==> config.mk <==
export PLATFORM = sky130hd
export DESIGN_NAME = spi_phase_rx
export DESIGN_NICKNAME = d
export VERILOG_FILES = /design/src/rtl/spi_phase_rx.sv
export SDC_FILE = /design/constraint.sdc
export NUM_CORES = 1
export LEC_CHECK = 0
export CAP_MARGIN = 20
export CORE_ASPECT_RATIO = 1.5
export CORE_MARGIN = 2
export CORE_UTILIZATION = 58
export DETAILED_ROUTE_END_ITERATION = 6
export PLACE_DENSITY = 0.78
export SETUP_SLACK_MARGIN = 0.15
export SYNTH_ARGS = -nofsm -noshare
export SYNTH_HDL_FRONTEND = slang
export SYNTH_SLANG_ARGS = --single-unit
==> constraint.sdc <==
create_clock -name clk -period 2.2 [get_ports clk]
set_clock_uncertainty 0.15 [all_clocks]
set_input_delay 0.22 -clock clk [delete_from_list [all_inputs] [get_ports clk]]
set_output_delay 0.22 -clock clk [all_outputs]
set_load 0.03 [all_outputs]
==> src/rtl/spi_phase_rx.sv <==
// SPI frame receiver: oversamples mclk/ss_n/miso in the clk domain and buffers whole words in a FIFO.
// Optional statistics counters are enabled with `define SPI_PHASE_RX_STATS_EN.
module spi_phase_rx #(
  parameter int DATA_LENGTH = 16,
  parameter int FIFO_DEPTH  = 4,
  parameter int SYNC_STAGES = 2
) (
  input  logic                   clk,
  input  logic                   rst_n,
  input  logic                   mclk,
  input  logic                   ss_n,
  input  logic                   miso,
  output logic [DATA_LENGTH-1:0] data_out,
  output logic                   data_valid,
  input  logic                   data_ready,
  output logic [7:0]             phase_out,
  output logic                   frame_err,
`ifdef SPI_PHASE_RX_STATS_EN
  output logic                   overflow,
  output logic [15:0]            frame_cnt,
  output logic [15:0]            err_cnt
`else
  output logic                   overflow
`endif
);

  localparam int AW = $clog2(FIFO_DEPTH);
  localparam int CW = $clog2(DATA_LENGTH + 2);

  typedef enum logic [1:0] {IDLE, SHIFT, DONE} state_t;

  state_t state, next_state;

  logic [SYNC_STAGES-1:0] mclk_sync, ss_sync, miso_sync, fill;
  logic                   mclk_prev, ss_prev, armed;
  logic                   mclk_s, ss_s, miso_s, settled;
  logic                   mclk_rise, ss_rise, ss_fall;

  logic [DATA_LENGTH-1:0] shreg;
  logic [CW-1:0]          bit_cnt;
  logic                   frame_ok;

  logic [DATA_LENGTH-1:0] mem [FIFO_DEPTH];
  logic [AW:0]            wr_ptr, rd_ptr;
  logic [DATA_LENGTH-1:0] held;
  logic                   empty, full, push, pop;

  // NOTE: sequential state is updated with non-blocking assignments only, so every
  // flop samples the pre-edge values of its neighbours regardless of process order.
  always_ff @(posedge clk or negedge rst_n) begin
    if (!rst_n) begin
      mclk_sync <= '1;
      ss_sync   <= '1;
      miso_sync <= '1;
      fill      <= '0;
    end else begin
      mclk_sync[0] <= mclk;
      ss_sync[0]   <= ss_n;
      miso_sync[0] <= miso;
      fill[0]      <= 1'b1;
      for (int i = 1; i < SYNC_STAGES; i++) begin
        mclk_sync[i] <= mclk_sync[i-1];
        ss_sync[i]   <= ss_sync[i-1];
        miso_sync[i] <= miso_sync[i-1];
        fill[i]      <= fill[i-1];
      end
    end
  end

  assign mclk_s  = mclk_sync[SYNC_STAGES-1];
  assign ss_s    = ss_sync[SYNC_STAGES-1];
  assign miso_s  = miso_sync[SYNC_STAGES-1];
  assign settled = fill[SYNC_STAGES-1];

  // A frame may only start after ss_n has been genuinely seen high since reset;
  // the synchronizers' reset value of 1 must not count as that.
  always_ff @(posedge clk or negedge rst_n) begin
    if (!rst_n) begin
      mclk_prev <= 1'b1;
      ss_prev   <= 1'b1;
      armed     <= 1'b0;
    end else begin
      mclk_prev <= mclk_s;
      ss_prev   <= ss_s;
      if (settled && ss_s) armed <= 1'b1;
    end
  end

  assign mclk_rise = mclk_s & ~mclk_prev;
  assign ss_rise   = ss_s & ~ss_prev;
  assign ss_fall   = armed & ss_prev & ~ss_s;

  always_ff @(posedge clk or negedge rst_n) begin
    if (!rst_n) state <= IDLE;
    else        state <= next_state;
  end

  always_comb begin
    next_state = state;
    case (state)
      IDLE:    if (ss_fall) next_state = SHIFT;
      SHIFT:   if (ss_rise) next_state = DONE;
      DONE:    next_state = IDLE;
      default: next_state = IDLE;
    endcase
  end

  assign frame_ok = (bit_cnt == CW'(DATA_LENGTH));

  // NOTE: every output of this block gets a default first, so no path can infer a latch.
  always_comb begin
    push      = 1'b0;
    overflow  = 1'b0;
    frame_err = 1'b0;
    if (state == DONE) begin
      if (!frame_ok)         frame_err = 1'b1;
      else if (!full || pop) push      = 1'b1;
      else                   overflow  = 1'b1;
    end
  end

  always_ff @(posedge clk or negedge rst_n) begin
    if (!rst_n) begin
      shreg   <= '0;
      bit_cnt <= '0;
    end else if (state == IDLE && ss_fall) begin
      shreg   <= '0;
      bit_cnt <= '0;
    end else if (state == SHIFT && !ss_rise && mclk_rise) begin
      shreg <= {shreg[DATA_LENGTH-2:0], miso_s};
      if (bit_cnt != CW'(DATA_LENGTH + 1)) bit_cnt <= bit_cnt + 1'b1;
    end
  end

  assign empty      = (wr_ptr == rd_ptr);
  assign full       = (wr_ptr[AW] != rd_ptr[AW]) && (wr_ptr[AW-1:0] == rd_ptr[AW-1:0]);
  assign data_valid = ~empty;
  assign pop        = data_valid & data_ready;

  always_ff @(posedge clk or negedge rst_n) begin
    if (!rst_n) begin
      wr_ptr <= '0;
      rd_ptr <= '0;
      held   <= '0;
    end else begin
      if (push) wr_ptr <= wr_ptr + 1'b1;
      if (pop) begin
        rd_ptr <= rd_ptr + 1'b1;
        held   <= mem[rd_ptr[AW-1:0]];
      end
    end
  end

  // NOTE: the storage array has no reset; it is never visible before being written,
  // because data_out shows the reset-cleared held word whenever the FIFO is empty.
  always_ff @(posedge clk) begin
    if (push) mem[wr_ptr[AW-1:0]] <= shreg;
  end

  assign data_out  = data_valid ? mem[rd_ptr[AW-1:0]] : held;
  assign phase_out = data_out[7:0];

`ifdef SPI_PHASE_RX_STATS_EN
  always_ff @(posedge clk or negedge rst_n) begin
    if (!rst_n) begin
      frame_cnt <= '0;
      err_cnt   <= '0;
    end else begin
      if (push) frame_cnt <= frame_cnt + 16'd1;
      err_cnt <= err_cnt + 16'(frame_err) + 16'(overflow);
    end
  end
`endif

endmodule

* Word level (Yosys, flattened, before mapping)
Memories as Yosys holds them, arrays and structs flattened.
Cells that the tools add are included.
Widths: inputs -> output; s select.
** Word-level totals
- Register bits after elaboration :: 56
- Memory bits (writable) :: 64
- Memories kept :: 1
** Memory list
- mem :: words 4, bits a word 16, rd ports 1, clocked after Yosys merged registers in 0, wr ports 1, line 43 : logic [DATA_LENGTH-1:0] mem [FIFO_DEPTH];
** Operators by class
- Add/subtract/negate cells :: 3
- Equal/unequal tests :: 9
- Multiplexer cells :: 19
- Bitwise operators :: 9
- Reductions and logical operators :: 13
** Operator list (number)
- $mux 16 :: 3
- $mux 5 :: 3
- $mux 1 :: 10
- $add 3x1->3 const B :: 2
- $add 5x1->5 const B :: 1
- $and 1x1->1 :: 5
- $eq 5x5->1 const B :: 1
- $logic_and 1x1->1 :: 5
- $ne 5x5->1 const B :: 1
- $mux 2 :: 2
- $ne 2x2->1 const B :: 2
- $not 1->1 :: 4
- $pmux 2 s2 :: 1
- $reduce_and 2->1 :: 2
- $reduce_bool 2->1 :: 2
- $eq 3x3->1 :: 1
- $eq 2x1->1 const B :: 1
- $eq 2x2->1 :: 1
- $eq 2x2->1 const B :: 1
- $logic_not 1->1 :: 2
- $logic_not 2->1 :: 1
- $logic_or 1x1->1 :: 1
- $ne 1x1->1 :: 1

* Depth between registers and ports, before layout
- Depth after elaboration :: 9
- Mapped depth :: 6
- Depth with buffers taken out :: 6

* Worst setup path after synthesis
No wires, ideal clock.
- Path kind :: reg2out
- Start point :: reg rd_ptr[0]
- End point :: out phase_out[7]
- Arrival :: 1.755 ns
- Data required time :: 1.830 ns
- Path slack :: 0.075 ns
- Cell stages (with the launch flop) :: 6
- Buffers on the path :: 3
- Cells stage by stage :: dfrtp_1 buf_6 buf_6 mux4_2 mux2_2 buf_4
** Between the ends
- Cells in the longest elaborated chain, start to end :: 2
- Elaborated cells on any way between the ends :: 3
** RTL lines
- start: declaration :: line 44 : logic [AW:0] wr_ptr, rd_ptr;
- start signal: assignment :: line 148 : rd_ptr <= rd_ptr + 1'b1;
- $mem_v2 4x16 or $eq 3x3->1 (tied branches)
- $mux 16 * :: line 160 : assign data_out = data_valid ? mem[rd_ptr[AW-1:0]] : held;
- end: declaration :: line 16 : output logic [7:0] phase_out,
Mark *: on every way between the ends. The rest lies on a longest branch, timed or not.

* Worst setup path in the final report
- Start point :: reg rd_ptr[0]
- End point :: out data_out[15]
** Between the ends
- Cells in the longest elaborated chain, start to end :: 2
- Elaborated cells on any way between the ends :: 3
** RTL lines
- $mem_v2 4x16 or $eq 3x3->1 (tied branches)
- $mux 16 * :: line 160
- end: declaration :: line 13 : output logic [DATA_LENGTH-1:0] data_out,
Marks and branches as above.

==> results.sh <==
export IMPL_cts_path_max_buffers=2
export IMPL_max_stage_delay_ns=0.60
export IMPL_routed_via_density=5.50
export IMPL_placed_area_sq_um=5570
export IMPL_synth_enable_flop_cells=64
export IMPL_slew_headroom_pct=52.1
export IMPL_diodes=0
export IMPL_gp_congestion=0.736
export IMPL_maxSlewViolCount=0
export IMPL_final_common_cell="edfxtp_1"
export IMPL_cts_htree_levels=4
export IMPL_ys_seq_elements=120
export IMPL_worstMarginPinSlew_ns=0.718
export IMPL_hpwlAfterDp_um=5420
export IMPL_die_w_um=79.8
export IMPL_core_area_sq_um=8410
export IMPL_cts_root_buffer="clkbuf_16"
export IMPL_min_path_type="in -> reg"
export IMPL_synthCells=302
export IMPL_worstSetupStartpointType="flop"
export IMPL_path_clk_slew_ns=0.05
export IMPL_antenna_found_initial=0
export IMPL_setup_ws_ns=-0.206
export IMPL_drc=0
export IMPL_finalPower_mw=8.45
export IMPL_syn_area_per_cell_sq_um=16.6
export IMPL_rsz0062_at_grt="true"
export IMPL_grt_max_degree=57
export IMPL_via_count=2688
export IMPL_status="complete, but fails checks"
export IMPL_grt_usage_pct=22.1
export IMPL_end_kind="output pin"
export IMPL_worstPathArrival_ns=2.04
export IMPL_grt_pass1_wl_um=14800
export IMPL_layout_nets=383
export IMPL_synth_area_mux_share_pct=16.1
export IMPL_slowest_stage="mux4_1"
export IMPL_final_min_clock_period_ns=2.41
export IMPL_start_util_pct=59.4
export IMPL_busiest_layer="met2"
export IMPL_power_leakage_nw=2.59
export IMPL_clkSinkCount=120
export IMPL_met3_usage_pct=6.13
export IMPL_dieArea_sq_um=9400
export IMPL_synth_nets=316
export IMPL_drive_gt1_share_pct=40.3
export IMPL_finalSetupViolCount=24
export IMPL_clk_latency_ns=0.41
export IMPL_cap_violations=0
export IMPL_cts_tree="done"
export IMPL_pin_count=33
export IMPL_synth_flop_cell="edfxtp_1"
export IMPL_overflow=0
export IMPL_fin_area_sq_um=6380
export IMPL_ant_nets=0
export IMPL_initialDrtViolationCount=194
export IMPL_synthAdderAreaFrac_pct=2.00
export IMPL_yosysSeqAreaShare_pct=66.6
export IMPL_row_count=41
export IMPL_use_met2_pct=36.6
export IMPL_worstPathRequired_ns=1.83
export IMPL_max_freq_mhz=416
export IMPL_finalHoldViolCount=0
export IMPL_portBuffers=32
export IMPL_routed_wl_um=9390
export IMPL_synth_compound_area_share_pct=2.45
export IMPL_grt_use_met1_pct=26.2
export IMPL_path_max_fanout=9
export IMPL_vdd_drop_max_mv=0.868
export IMPL_violations="setup timing"
export IMPL_finalCritPeriodShare_pct=109
export IMPL_grt_pass1_vias=2872
export IMPL_syn_to_final_growth_pct=27.6
export IMPL_synth_xor_xnor_area_share_pct=2.10
export IMPL_synth_simple_area_share_pct=7.36
export IMPL_routedWlPerCell_um=19.2
export IMPL_syn_area_sq_um=5000
export IMPL_cts_buffers=17
export IMPL_die_h_um=118
export IMPL_drt_first_pass_iters=6
export IMPL_crit_chain="buf_12 -> mux4_1 -> mux2_2 -> buf_2"
export IMPL_p_per_area_nw_per_um2=1320
export IMPL_crit_type="reg -> out"
export IMPL_synth_top_family_by_area="multiplexers"
export IMPL_synthArstFlopShare_pct=46.7
export IMPL_synth_cell_type_count=44
export IMPL_ys_warn_count=0
export IMPL_final_cell_mix="edfxtp_1 (64), dfrtp_1 (47), nand2_1 (36)"
-- worst paths after layout --
check	start	slack (ns)	end	cells past startpoint
setup / recovery	rd_ptr[0]$_DFFE_PN0P_	-0.21	data_out[15]	4
hold / removal	ss_n	0.06	ss_sync[0]$_DFF_PN1_	1
setup reg to reg	rd_ptr[0]$_DFFE_PN0P_	0.04	wr_ptr[2]$_DFFE_PN0P_	9
hold reg to reg	fill[0]$_DFF_PN0_	0.20	fill[1]$_DFF_PN0_	0
max in group asynchronous	rst_n	1.05	rd_ptr[0]$_DFFE_PN0P_	3
min in group asynchronous	rst_n	0.34	fill[0]$_DFF_PN0_	3
-- routing by layer --
layer,wire (um),up-vias
met1,3750,1347
met3,406,23
li1,-,1251
met2,5010,67
met5,0,-
met4,223,0
-- cell usage after synthesis (2+ instances only) --
master      n  area, sq um
xor2_1      2         17.5
nand2_1    36          135
nand3_1     4         20.0
mux4_1      5          131
inv_1       4         15.0
mux4_2     11          248
buf_4      10         75.1
dfstp_2     8          210
nand4_1     2         12.5
a21oi_1    17         85.1
buf_2       2         10.0
and3_1      4         25.0
mux2_2     24          270
nand4bb_1   2         22.5
and2_1      2         12.5
xnor2_1     5         43.8
mux2i_1     2         20.0
mux2_4      9          135
buf_6       4         45.0
dfrtp_1    48         1200
ha_1        8          100
nor2_1      8         30.0
edfxtp_1   64         1920
-- power breakdown --
| part | total, mW | switching, mW | internal, mW |
|---|---|---|---|
| registers | 2.72 | 0.148 | 2.57 |
| clock network | 3.12 | 0.992 | 2.13 |
| logic | 2.61 | 1.29 | 1.32 |
| total | 8.45 | 2.43 | 6.03 |
-- registers in the layout, summed over array words and instances (netlist names), 3 cells and up --
name,cells
held,16
wr_ptr,3
mem,64
rd_ptr,3
bit_cnt,5
shreg,16
-- stage by stage --
stage | util, % | instances | hold slack, ns | setup TNS (ns) | worst slack (ns)
after global placement | 66.2 | 447 | 0.182 | -2.89 | -0.157
after CTS | 74.7 | 483 | 0.0458 | -4.29 | -0.253
after floorplan | - | 302 | -0.226 | 0 | 0.167
after global routing | 75.9 | 489 | 0.0531 | -5.83 | -0.265
final | 75.9 | 489 | 0.0609 | -4.08 | -0.206
after detailed placement | 66.2 | 447 | 0.188 | -3.89 | -0.221
-- kinds of logic after synthesis --
logic type      Yosys count
simple gates             69
other cells               1
buf+inv                  22
flops                   120
xor+xnor                  9
mux                      51
fa+ha+maj                 8
compound gates           22
-- repair_timing --
| action | in CTS | in global routing |
|---|---|---|
| cloned | 0 | 1 |
| gates resized for setup | 141 | 12 |
| pin swaps | 1 | 2 |
| hold buffers | 1 | 0 |
| endpoints found under the setup margin | 30 | 107 |
| hold endpoints to repair | 48 | 0 |
| buffers inserted | 3 | 5 |
-- worst max-delay path, delay by kind of cell, from the launching register on --
kind | cells | cell delay, ns
buf+inv | 2 | 0.33
mux | 2 | 0.89
flops | 1 | 0.40
-- cell type report --
type,instances,area (sq um)
clock buffers,18,429
clock inverters,14,245
fillers,503,2030
inverters,4,15.0
multi-input cells,161,1570
flip-flops and latches,120,3330
well taps,107,134
repair buffers,65,654
Note: power is estimated with default switching activity, not from simulation.
